File: src/rtl/sys_defs.sv
// Shared bus/memory definitions for the data-memory path.
package sys_defs;

  localparam int unsigned XLEN         = 32;
  localparam int unsigned NUM_MEM_TAGS = 15;

  typedef enum logic [1:0] {
    BUS_NONE  = 2'h0,
    BUS_LOAD  = 2'h1,
    BUS_STORE = 2'h2
  } BUS_COMMAND;

  typedef enum logic [1:0] {
    BYTE   = 2'h0,
    HALF   = 2'h1,
    WORD   = 2'h2,
    DOUBLE = 2'h3
  } MEM_SIZE;

  typedef enum logic {
    ARB  = 1'b0,
    HOLD = 1'b1
  } DMEM_ARB_STATE;

endpackage

File: src/rtl/mem_tag_table.sv
// Tag ownership table: records which requester issued each outstanding load tag,
// and keeps a per-requester count of outstanding loads.
module mem_tag_table
  import sys_defs::*;
#(
  parameter int unsigned NUM_REQ  = 2,
  parameter int unsigned NUM_TAGS = NUM_MEM_TAGS,
  parameter int unsigned MAX_OUT  = 4,
  localparam int unsigned TAG_W   = $clog2(NUM_TAGS + 1),
  localparam int unsigned CNT_W   = $clog2(MAX_OUT + 1)
) (
  input  logic                            clock,
  input  logic                            reset_n,
  input  logic                            alloc_en,
  input  logic [TAG_W-1:0]                alloc_tag,
  input  logic                            alloc_owner,
  input  logic [TAG_W-1:0]                free_tag,
  output logic                            free_hit,
  output logic                            free_owner,
  output logic [NUM_REQ-1:0][CNT_W-1:0]   out_cnt
);

  logic [NUM_TAGS-1:0] valid;
  logic [NUM_TAGS-1:0] owner;
  logic [TAG_W-1:0]    alloc_idx;
  logic [TAG_W-1:0]    free_idx;
  logic [NUM_REQ-1:0]  inc;
  logic [NUM_REQ-1:0]  dec;

  // Tag 0 means "no tag", so entry k holds tag k+1.
  assign alloc_idx = alloc_tag - TAG_W'(1);
  assign free_idx  = free_tag - TAG_W'(1);

  always_comb begin
    free_hit   = 1'b0;
    free_owner = 1'b0;
    if (free_tag != '0) begin
      free_hit   = valid[free_idx];
      free_owner = owner[free_idx];
    end
  end

  always_comb begin
    inc = '0;
    dec = '0;
    for (int unsigned i = 0; i < NUM_REQ; i++) begin
      inc[i] = alloc_en && (alloc_owner == 1'(i));
      dec[i] = free_hit && (free_owner == 1'(i));
    end
  end

  // Allocation is written after the free so a same-cycle reuse leaves the entry valid.
  always_ff @(posedge clock or negedge reset_n) begin
    if (!reset_n) begin
      valid   <= '0;
      owner   <= '0;
      out_cnt <= '0;
    end else begin
      if (free_hit) valid[free_idx] <= 1'b0;
      if (alloc_en) begin
        valid[alloc_idx] <= 1'b1;
        owner[alloc_idx] <= alloc_owner;
      end
      for (int unsigned i = 0; i < NUM_REQ; i++) begin
        if (inc[i] && !dec[i])      out_cnt[i] <= out_cnt[i] + CNT_W'(1);
        else if (dec[i] && !inc[i]) out_cnt[i] <= out_cnt[i] - CNT_W'(1);
      end
    end
  end

endmodule

File: src/rtl/dmem_arbiter.sv
// Round-robin arbiter sharing the tagged data-memory port between the LSU (port 0)
// and instruction fetch (port 1), routing returned load data back to its issuer.
module dmem_arbiter
  import sys_defs::*;
#(
  parameter int unsigned NUM_REQ  = 2,
  parameter int unsigned NUM_TAGS = NUM_MEM_TAGS,
  parameter int unsigned MAX_OUT  = 4,
  parameter int unsigned DATA_W   = 64
) (
  input  logic                      clock,
  input  logic                      reset_n,
  input  logic [NUM_REQ-1:0]        req_valid,
  input  logic [NUM_REQ*2-1:0]      req_cmd,
  input  logic [NUM_REQ*XLEN-1:0]   req_addr,
  input  logic [NUM_REQ*DATA_W-1:0] req_data,
  input  logic [NUM_REQ*2-1:0]      req_size,
  output logic [NUM_REQ-1:0]        req_accept,
  output logic [NUM_REQ-1:0]        rsp_valid,
  output logic [DATA_W-1:0]         rsp_data,
  output logic [1:0]                proc2mem_command,
  output logic [XLEN-1:0]           proc2mem_addr,
  output logic [DATA_W-1:0]         proc2mem_data,
  output logic [1:0]                proc2mem_size,
  input  logic [3:0]                mem2proc_response,
  input  logic [DATA_W-1:0]         mem2proc_data,
  input  logic [3:0]                mem2proc_tag,
  output logic                      err_orphan_tag
);

  localparam int unsigned CNT_W = $clog2(MAX_OUT + 1);

  DMEM_ARB_STATE                  state;
  logic                           rr_ptr;
  logic                           hold_id;
  logic                           grant;
  logic                           drive;
  logic                           active;
  logic                           accepted;
  logic                           alloc_en;
  logic                           free_hit;
  logic                           free_owner;
  logic [1:0]                     g_cmd;
  logic [NUM_REQ-1:0]             elig;
  logic [NUM_REQ-1:0][CNT_W-1:0]  out_cnt;

  always_comb begin
    elig = '0;
    for (int unsigned i = 0; i < NUM_REQ; i++)
      elig[i] = req_valid[i] &&
                !((req_cmd[i*2 +: 2] == BUS_LOAD) && (out_cnt[i] == CNT_W'(MAX_OUT)));
  end

  // A held (rejected) request owns the bus regardless of eligibility or pointer.
  always_comb begin
    grant = rr_ptr;
    drive = 1'b0;
    if (state == HOLD) begin
      grant = hold_id;
      drive = 1'b1;
    end else if (elig[rr_ptr]) begin
      grant = rr_ptr;
      drive = 1'b1;
    end else if (elig[~rr_ptr]) begin
      grant = ~rr_ptr;
      drive = 1'b1;
    end
  end

  assign active   = drive && reset_n;
  assign g_cmd    = grant ? req_cmd[3:2] : req_cmd[1:0];
  assign accepted = active && (mem2proc_response != '0);
  assign alloc_en = accepted && (g_cmd == BUS_LOAD);

  assign proc2mem_command = active ? g_cmd : BUS_NONE;
  assign proc2mem_addr    = grant ? req_addr[XLEN +: XLEN]     : req_addr[0 +: XLEN];
  assign proc2mem_data    = grant ? req_data[DATA_W +: DATA_W] : req_data[0 +: DATA_W];
  assign proc2mem_size    = grant ? req_size[3:2]              : req_size[1:0];
  assign req_accept       = accepted ? (NUM_REQ'(1) << grant) : '0;

  always_ff @(posedge clock or negedge reset_n) begin
    if (!reset_n) begin
      state   <= ARB;
      rr_ptr  <= 1'b0;
      hold_id <= 1'b0;
    end else if (accepted) begin
      rr_ptr <= ~grant;
      state  <= ARB;
    end else if (active) begin
      hold_id <= grant;
      state   <= HOLD;
    end
  end

  always_ff @(posedge clock or negedge reset_n) begin
    if (!reset_n) begin
      rsp_valid      <= '0;
      rsp_data       <= '0;
      err_orphan_tag <= 1'b0;
    end else begin
      rsp_valid      <= free_hit ? (NUM_REQ'(1) << free_owner) : '0;
      err_orphan_tag <= (mem2proc_tag != '0) && !free_hit;
      if (free_hit) rsp_data <= mem2proc_data;
    end
  end

  mem_tag_table #(
    .NUM_REQ  (NUM_REQ),
    .NUM_TAGS (NUM_TAGS),
    .MAX_OUT  (MAX_OUT)
  ) u_tag_table (
    .clock       (clock),
    .reset_n     (reset_n),
    .alloc_en    (alloc_en),
    .alloc_tag   (mem2proc_response),
    .alloc_owner (grant),
    .free_tag    (mem2proc_tag),
    .free_hit    (free_hit),
    .free_owner  (free_owner),
    .out_cnt     (out_cnt)
  );

endmodule

File: config.mk
export PLATFORM = sky130hd
export DESIGN_NAME = dmem_arbiter
export DESIGN_NICKNAME = d
export VERILOG_FILES = /design/src/rtl/sys_defs.sv /design/src/rtl/mem_tag_table.sv /design/src/rtl/dmem_arbiter.sv
export SDC_FILE = /design/constraint.sdc
export NUM_CORES = 1
export LEC_CHECK = 0
export ABC_AREA = 0
export CORE_AREA = 2 2 172 174
export CTS_CLUSTER_DIAMETER = 150
export CTS_CLUSTER_SIZE = 20
export DETAILED_ROUTE_END_ITERATION = 7
export DIE_AREA = 0 0 174 176
export GPL_TIMING_DRIVEN = 0
export MAX_ROUTING_LAYER = met4
export PLACE_DENSITY_LB_ADDON = 0.12
export SLEW_MARGIN = 0
export SYNTH_ARGS = -nofsm -noshare
export SYNTH_HDL_FRONTEND = slang
export SYNTH_SLANG_ARGS = --single-unit
File: constraint.sdc
create_clock -name clock -period 3 [get_ports clock]
set_clock_uncertainty 0.2 [all_clocks]
set_input_delay 0.45 -clock clock [delete_from_list [all_inputs] [get_ports clock]]
set_output_delay 0.45 -clock clock [all_outputs]
set_load 0.05 [all_outputs]
==> results.tsv, run 1 <==
stage	metric	value	unit
die	die_area	30600	um2
die	fp.coreArea	28500	um2
clock_tree	cts_tree	done	
routing	routedWlPerCell	22.1	um
worst_setup_path	r2r_start	u_tag_table.out_cnt[0]	
worst_setup_path	timing.rr.end	u_tag_table.out_cnt[5]	
timing	relSlewSlack	32.7	%
routing	drc_errors	3	
timing	fin_tns_setup	-2.09	ns
logic_synthesis	synth_area_per_cell	12.0	um2
worst_setup_path	endpoint_kind	primary output	
logic_synthesis	synthArstFlopShare	100	%
clock_tree	clk_pin_slew	0.08	ns
die	row_count	62	
worst_setup_path	critPathRequiredTime	2.35	ns
worst_setup_path	r2r_slack	0.07	ns
logic_synthesis	synth-seq-area-share	41.4	%
routing	postRouteWirelength	31.7	mm
routing	ant_nets	0	
logic_synthesis	ys.flop_type	dfrtp_1	
power	p_leak	5.41	nW
routing	first_iter_violations	266	
clock_tree	clkLatencyLatePin	0.35	ns
timing	hold_viol	0	
timing	holdWs	0.293	ns
power	power_density	910	nW/um2
power	vdd_drop_max	0.000353	V
timing	setup_viol	60	
final_layout	area_growth	105	%
logic_synthesis	synth_edf_count	0	
final_layout	final_nets	1325	
final_layout	drive_gt1_share	39.9	%
final_layout	fillers	2721	
placement	io_buffers	444	
logic_synthesis	syn_inst	532	
timing	layout_min_cycle_time	3.06	ns
hold_path	hold_start	rsp_data[56]	
worst_setup_path	r2r_cells	14	
worst_setup_path	crit_top_cell	buf_12	
timing	clock.fmax	326	MHz
die	start_util	22.4	%
final_layout	final_cell_area	13100	um2
global_routing	track_usage	19.7	%
logic_synthesis	synth-seq-cells	106	
clock_tree	cts_buffer_depth	2	
logic_synthesis	synth_area	6410	um2
placement	dp_hpwl	25.3	mm
timing	finalMaxSlewViolations	0	
logic_synthesis	synth.distinct_cells	52	
placement	placed_area	11500	um2
clock_tree	cts_max_level	3	
hold_path	min_to	rsp_data[56]	
global_routing	grt_max_degree	87	
die	die_w	174	um
logic_synthesis	synth_warnings	0	
die	die_h	176	um
placement	dp_slack	-1.84	ns
global_routing	antenna_found_initial	3	
clock_tree	cts.sinks	106	
hold_path	hold_path_depth	1	
power	fin_total_pwr	11.9	mW
global_routing	grt.overflow.total	0	
worst_setup_path	path_class	reg -> out	
die	pin_count	445	
worst_setup_path	path_cells	o41ai_4 > o21ai_4 > buf_12 > nand2_8 > buf_12 > clkbuf_16 > mux2_4 > buf_8	
timing	fin_crit_sh	102	%
worst_setup_path	crit_family	buffers and inverters	
hold_path	hold_class	reg -> reg	
worst_setup_path	path_max_fanout	8	
placement	place.gp.congestion	0.832	
timing	fin_ws	-0.0632	ns
status	violations	design-rule violations, negative setup slack	
routing	viasPerCell	4.50	
routing	drt-pass1-iter-count	8	
clock_tree	cts_made_buffers	9	
global_routing	grt_pass1_wl	42.9	mm
worst_setup_path	arrival	2.41	ns
clock_tree	cts_root_buffer	clkbuf_16	
timing	tightest_slew	1.01	ns
worst_setup_path	slowest_delay	0.46	ns
run	drv_cap	0	
worst_setup_path	critPathSlowestCell	o41ai_4	
routing	vias	6446	
global_routing	grt_pass1_vias	6408	
status	status	complete, but fails checks	
logic_synthesis	synth_nets	817	
worst_setup_path	critical_path_buf_inv_count	4	
timing	rsz0062_at_grt	yes	
worst_setup_path	setup.worst_path.start_class	flop	
==> synth_stat cells (all sizes together) (6+ instances only) <==
library cell,number,area (um2)
a21oi,12,60.1
a311oi,8,76.3
buf,22,140
clkbuf,9,33.8
dfrtp,106,2650
ha,7,87.6
inv,14,52.6
mux2,166,1920
mux2i,7,82.6
mux4,6,135
nand2,24,90.1
nand3,9,45.0
nand4,12,75.1
nor2,24,90.1
o2111ai,6,52.6
o211ai,15,113
o21ai,15,75.1
o2bb2ai,17,149
==> per-stage QoR <==
| step | utilization (%) | cells |
|---|---|---|
| 2_1_floorplan | - | 532 |
| 3_3_place_gp | 40.1 | 1360 |
| 3_5_place_dp | 40.2 | 1361 |
| 4_1_cts | 42.8 | 1390 |
| 5_1_grt | 45.9 | 1431 |
| 6_report | 45.9 | 1431 |
==> cells in the final DEF (no fill, tap or decap), types with 15 or more instances in the layout <==
cell | synthesis | layout
buf_12 | 0 | 19
buf_2 | 13 | 24
buf_4 | 5 | 45
buf_6 | 3 | 34
buf_8 | 0 | 44
clkbuf_16 | 0 | 16
clkdlybuf4s50_1 | 0 | 332
dfrtp_1 | 106 | 104
mux2_2 | 147 | 93
mux2_4 | 14 | 71
nand2_1 | 24 | 22
nor2_1 | 24 | 22
o211ai_1 | 15 | 15
o2bb2ai_1 | 17 | 15
==> state kept, by name, summed over array words and instances, names as in the netlist <==
| name | count |
|---|---|
| err_orphan_tag | 1 |
| hold_id | 1 |
| rr_ptr | 1 |
| rsp_data | 64 |
| rsp_valid | 2 |
| state | 1 |
| u_tag_table.out_cnt | 6 |
| u_tag_table.owner | 15 |
| u_tag_table.valid | 15 |
==> area by class of cell <==
cell class / count / area (um2) / area share (%)
clock buffer: 10 / 239 / 1.82
antenna: 3 / 7.51 / 0.0572
multi-input combinational: 382 / 4020 / 30.7
tap: 384 / 480 / 3.66
timing repair buffer: 498 / 5250 / 40.0
clock inverter: 5 / 45.0 / 0.343
sequential: 106 / 2660 / 20.2
buffer: 29 / 350 / 2.67
inverter: 14 / 62.6 / 0.477
==> worst register-to-register path, delay by kind of cell, from the launching register on <==
family / cells / cell delay (ns)
adders and majority gates: 2 / 0.50
AOI/OAI and AO/OA: 1 / 0.27
xor gates and xnor gates: 2 / 0.27
and+or+nand+nor: 5 / 0.67
buffers and inverters: 4 / 0.51
DFF: 1 / 0.45
==> what timing repair did <==
action	in CTS	in global routing
setup buffers	10	32
hold endpoints to repair	21	85
pin swaps	11	18
hold buffers	1	3
gates resized for setup	598	325
setup endpoints to repair	187	106
gates cloned	3	6
==> power breakdown <==
group          internal (mW)  switching [mW]
registers               2.02           0.320
logic                   3.67            4.74
clock network          0.598           0.579
total                   6.29            5.64
==> logic make-up (layout without fill, tap and decap cells) <==
kind of cell / after synthesis / count (layout) / share of synthesized area (%)
AND/OR/NAND/NOR: 93 / 94 / 7.25
flip-flops: 106 / 106 / 41.4
AO/OA/AOI/OAI: 90 / 90 / 10.8
other: 0 / 3 / 0
adder cells (fa/ha/maj): 10 / 10 / 2.15
multiplexers: 179 / 179 / 33.4
buffers and inverters: 45 / 556 / 3.53
XOR/XNOR: 9 / 9 / 1.52
==> per-layer routing <==
layer	vias up	global-route usage, %	wire length (um)
met2	302	31.1	15000
met1	3084	23.8	12900
met4	0	5.64	658
li1	3031	-	-
met5	-	-	0
met3	29	7.13	3180
==> worst max path at each step <==
stage | from | endpoint | slack, ns | depth (start not counted)
finish | u_tag_table.out_cnt[3] | proc2mem_data[56] | -0.06 | 8
global route | u_tag_table.out_cnt[3] | proc2mem_data[56] | -0.15 | 8
floorplan | mem2proc_tag[0] | u_tag_table.out_cnt[5] | -0.22 | 16
CTS | u_tag_table.out_cnt[3] | proc2mem_size[1] | -0.30 | 6
detailed placement | req_cmd[1] | req_accept[1] | -1.84 | 10
global placement | reset_n | req_accept[0] | -4.44 | 7
(Power assumes the default switching activity.)
==> inputs of run 2 (changes only) <==
Settings changed: SKIP_CTS_REPAIR_TIMING set to 1.
==> results.tsv, run 2 (same netlist as run 1, synthesis figures left out) <==
stage	metric	value	unit	change
worst_setup_path	slowest_delay	0.44	ns	-0.02 ns
power	p_sw	5.82	mW	+3.2%
placement	io_buffers	444		unchanged
timing	fin_ws	-0.135	ns	-0.0715 ns
die	row_count	62		unchanged
hold_path	min_to	u_tag_table.valid[8]		
die	die_w	174	um	unchanged
timing	holdWs	0.294	ns	+0.000624 ns
worst_setup_path	crit_top_cell	buf_12		
power	power_density	905	nW/um2	-0.48%
run	drv_cap	0		unchanged
final_layout	drive_gt1_share	41.3	%	+1.3 points
hold_path	hold_class	reg -> reg		
worst_setup_path	endpoint_kind	primary output		
global_routing	track_usage	19.2	%	-0.52 points
final_layout	fillers	2647		-2.7%
clock_tree	cts_max_level	3		unchanged
global_routing	grt_pass1_vias	6290		-1.8%
worst_setup_path	path_class	reg -> out		
final_layout	largest_register_ffs	64		unchanged
routing	viasPerCell	4.51		+0.19%
final_layout	reg_top3	rsp_data x64, u_tag_table.owner x15, u_tag_table.valid x15		
final_layout	area_growth	116	%	
timing	tightest_slew	0.840	ns	-0.167 ns
global_routing	grt.overflow.total	0		unchanged
timing	layout_min_cycle_time	3.13	ns	+0.0715 ns
die	start_util	22.4	%	unchanged
power	fin_total_pwr	12.5	mW	+5.1%
timing	rsz0062_at_grt	yes		
worst_setup_path	path_cells	o41ai_4 > buf_4 > o21ai_4 > buf_12 > nand2_8 > buf_12 > clkbuf_16 > mux2_4 > buf_8		
routing	first_iter_violations	309		+16%
routing	routedWlPerCell	22.8	um	+3.0%
placement	dp_slack	-1.84	ns	unchanged
clock_tree	cts_made_buffers	9		unchanged
worst_setup_path	critPathSlowestCell	dfrtp_2		
power	vdd_drop_max	0.000366	V	+3.7%
clock_tree	cts.sinks	106		unchanged
clock_tree	clkLatencyLatePin	0.36	ns	about the same
die	die_area	30600	um2	unchanged
final_layout	regMostFlops	rsp_data		
hold_path	hold_start	u_tag_table.valid[8]		
routing	drt-pass1-iter-count	4		-4
clock_tree	cts_buffer_depth	2		unchanged
power	p_leak	5.85	nW	+8.2%
final_layout	utilization	48.5	%	+2.6 points
final_layout	fin_cells	1448		+1.2%
die	fp.coreArea	28500	um2	unchanged
power	switching_share	46.4	%	-0.85 points
placement	dp.cells	1361		unchanged
timing	clock.fmax	319	MHz	-2.3%
timing	fin_crit_sh	104	%	+2.4 points
timing	setup_viol	84		+40%
placement	dp_hpwl	25.3	mm	unchanged
timing	relSlewSlack	43.8	%	+11 points
worst_setup_path	setup.worst_path.start_class	flop		
worst_setup_path	path_max_fanout	8		unchanged
status	status	complete, but fails checks		
global_routing	grt_pass1_wl	41.9	mm	-2.5%
worst_setup_path	r2r_cells	14		unchanged
placement	placed_area	11500	um2	unchanged
final_layout	final_common_cell	clkdlybuf4s50_1		
power	p_clk_share	9.5	%	-0.4 points
global_routing	antenna_found_initial	3		unchanged
final_layout	layout_common_cells	clkdlybuf4s50_1, mux2_4, dfrtp_1		
worst_setup_path	critPathLaunch	u_tag_table.out_cnt[3]		
timing	hold_viol	0		unchanged
worst_setup_path	arrival	2.48	ns	+0.07 ns
timing	finalMaxSlewViolations	0		unchanged
global_routing	grt_max_degree	87		unchanged
worst_setup_path	r2r_slack	0.03	ns	-0.04 ns
placement	place.gp.congestion	0.832		unchanged
power	seqPwrFrac	18.7	%	-0.9 points
routing	drc_errors	0		-3
routing	vias	6535		+1.4%
final_layout	final_nets	1342		+1.3%
timing	fin_tns_setup	-5.59	ns	-3.49 ns
power	p_int	6.71	mW	+6.8%
hold_path	hold_path_depth	2		+1
clock_tree	cts_root_buffer	clkbuf_16		
clock_tree	cts_tree	done		
routing	ant_nets	0		unchanged
die	die_h	176	um	unchanged
die	pin_count	445		unchanged
worst_setup_path	r2r_start	u_tag_table.out_cnt[0]		
worst_setup_path	timing.rr.end	u_tag_table.out_cnt[5]		
power	combPwrFrac	71.8	%	+1.3 points
final_layout	final_cell_area	13800	um2	+5.6%
clock_tree	clk_pin_slew	0.08	ns	about the same
routing	postRouteWirelength	33.0	mm	+4.2%
status	violations	negative setup slack		
worst_setup_path	critPathRequiredTime	2.35	ns	about the same
[run 2: layer usage]
metal / up-vias / part of all wire [%] / track usage [%]
met4: 0 / 2.0 / 5.18
li1: 3059 / - / -
met5: - / 0 / -
met1: 3152 / 41 / 23.6
met3: 32 / 9.7 / 6.72
met2: 292 / 47 / 30.0
[run 2: worst max path at each step]
stage	endpoint	slack, ns	cells after the start
final	proc2mem_data[41]	-0.13	9
after global routing	proc2mem_size[0]	-0.20	8
after CTS	req_accept[1]	-1.84	10
after detailed placement	req_accept[1]	-1.84	10
after global placement	req_accept[0]	-4.44	7
after floorplan	u_tag_table.out_cnt[5]	-0.22	16
[run 2: power groups by stage]
stage	Clock (mW)	Sequential, mW	Combinational, mW
6_report	1.19	2.35	9.00
5_1_grt	1.28	2.43	9.35
3_5_place_dp	0	2.36	7.30
3_3_place_gp	0	2.34	7.31
2_1_floorplan	0	3.94	3.13
4_1_cts	1.22	2.34	7.34
[run 2: layout make-up]
cell class / instances / area (um2) / area share, %
Antenna cell: 3 / 7.51 / 0.0542
Buffer: 26 / 324 / 2.34
Clock buffer: 10 / 239 / 1.73
Clock inverter: 5 / 45.0 / 0.325
Inverter: 14 / 62.6 / 0.452
Multi-Input combinational cell: 383 / 4190 / 30.3
Sequential cell: 106 / 2660 / 19.2
Tap cell: 384 / 480 / 3.47
Timing Repair Buffer: 517 / 5840 / 42.2
[run 2: worst max-delay path, delay by kind of cell, from the launching register on]
family | cells | cell delay, ns
and+or+nand+nor | 1 | 0.12
DFF | 1 | 0.44
buffers and inverters | 5 | 0.82
AOI/OAI and AO/OA | 2 | 0.40
muxes | 1 | 0.32
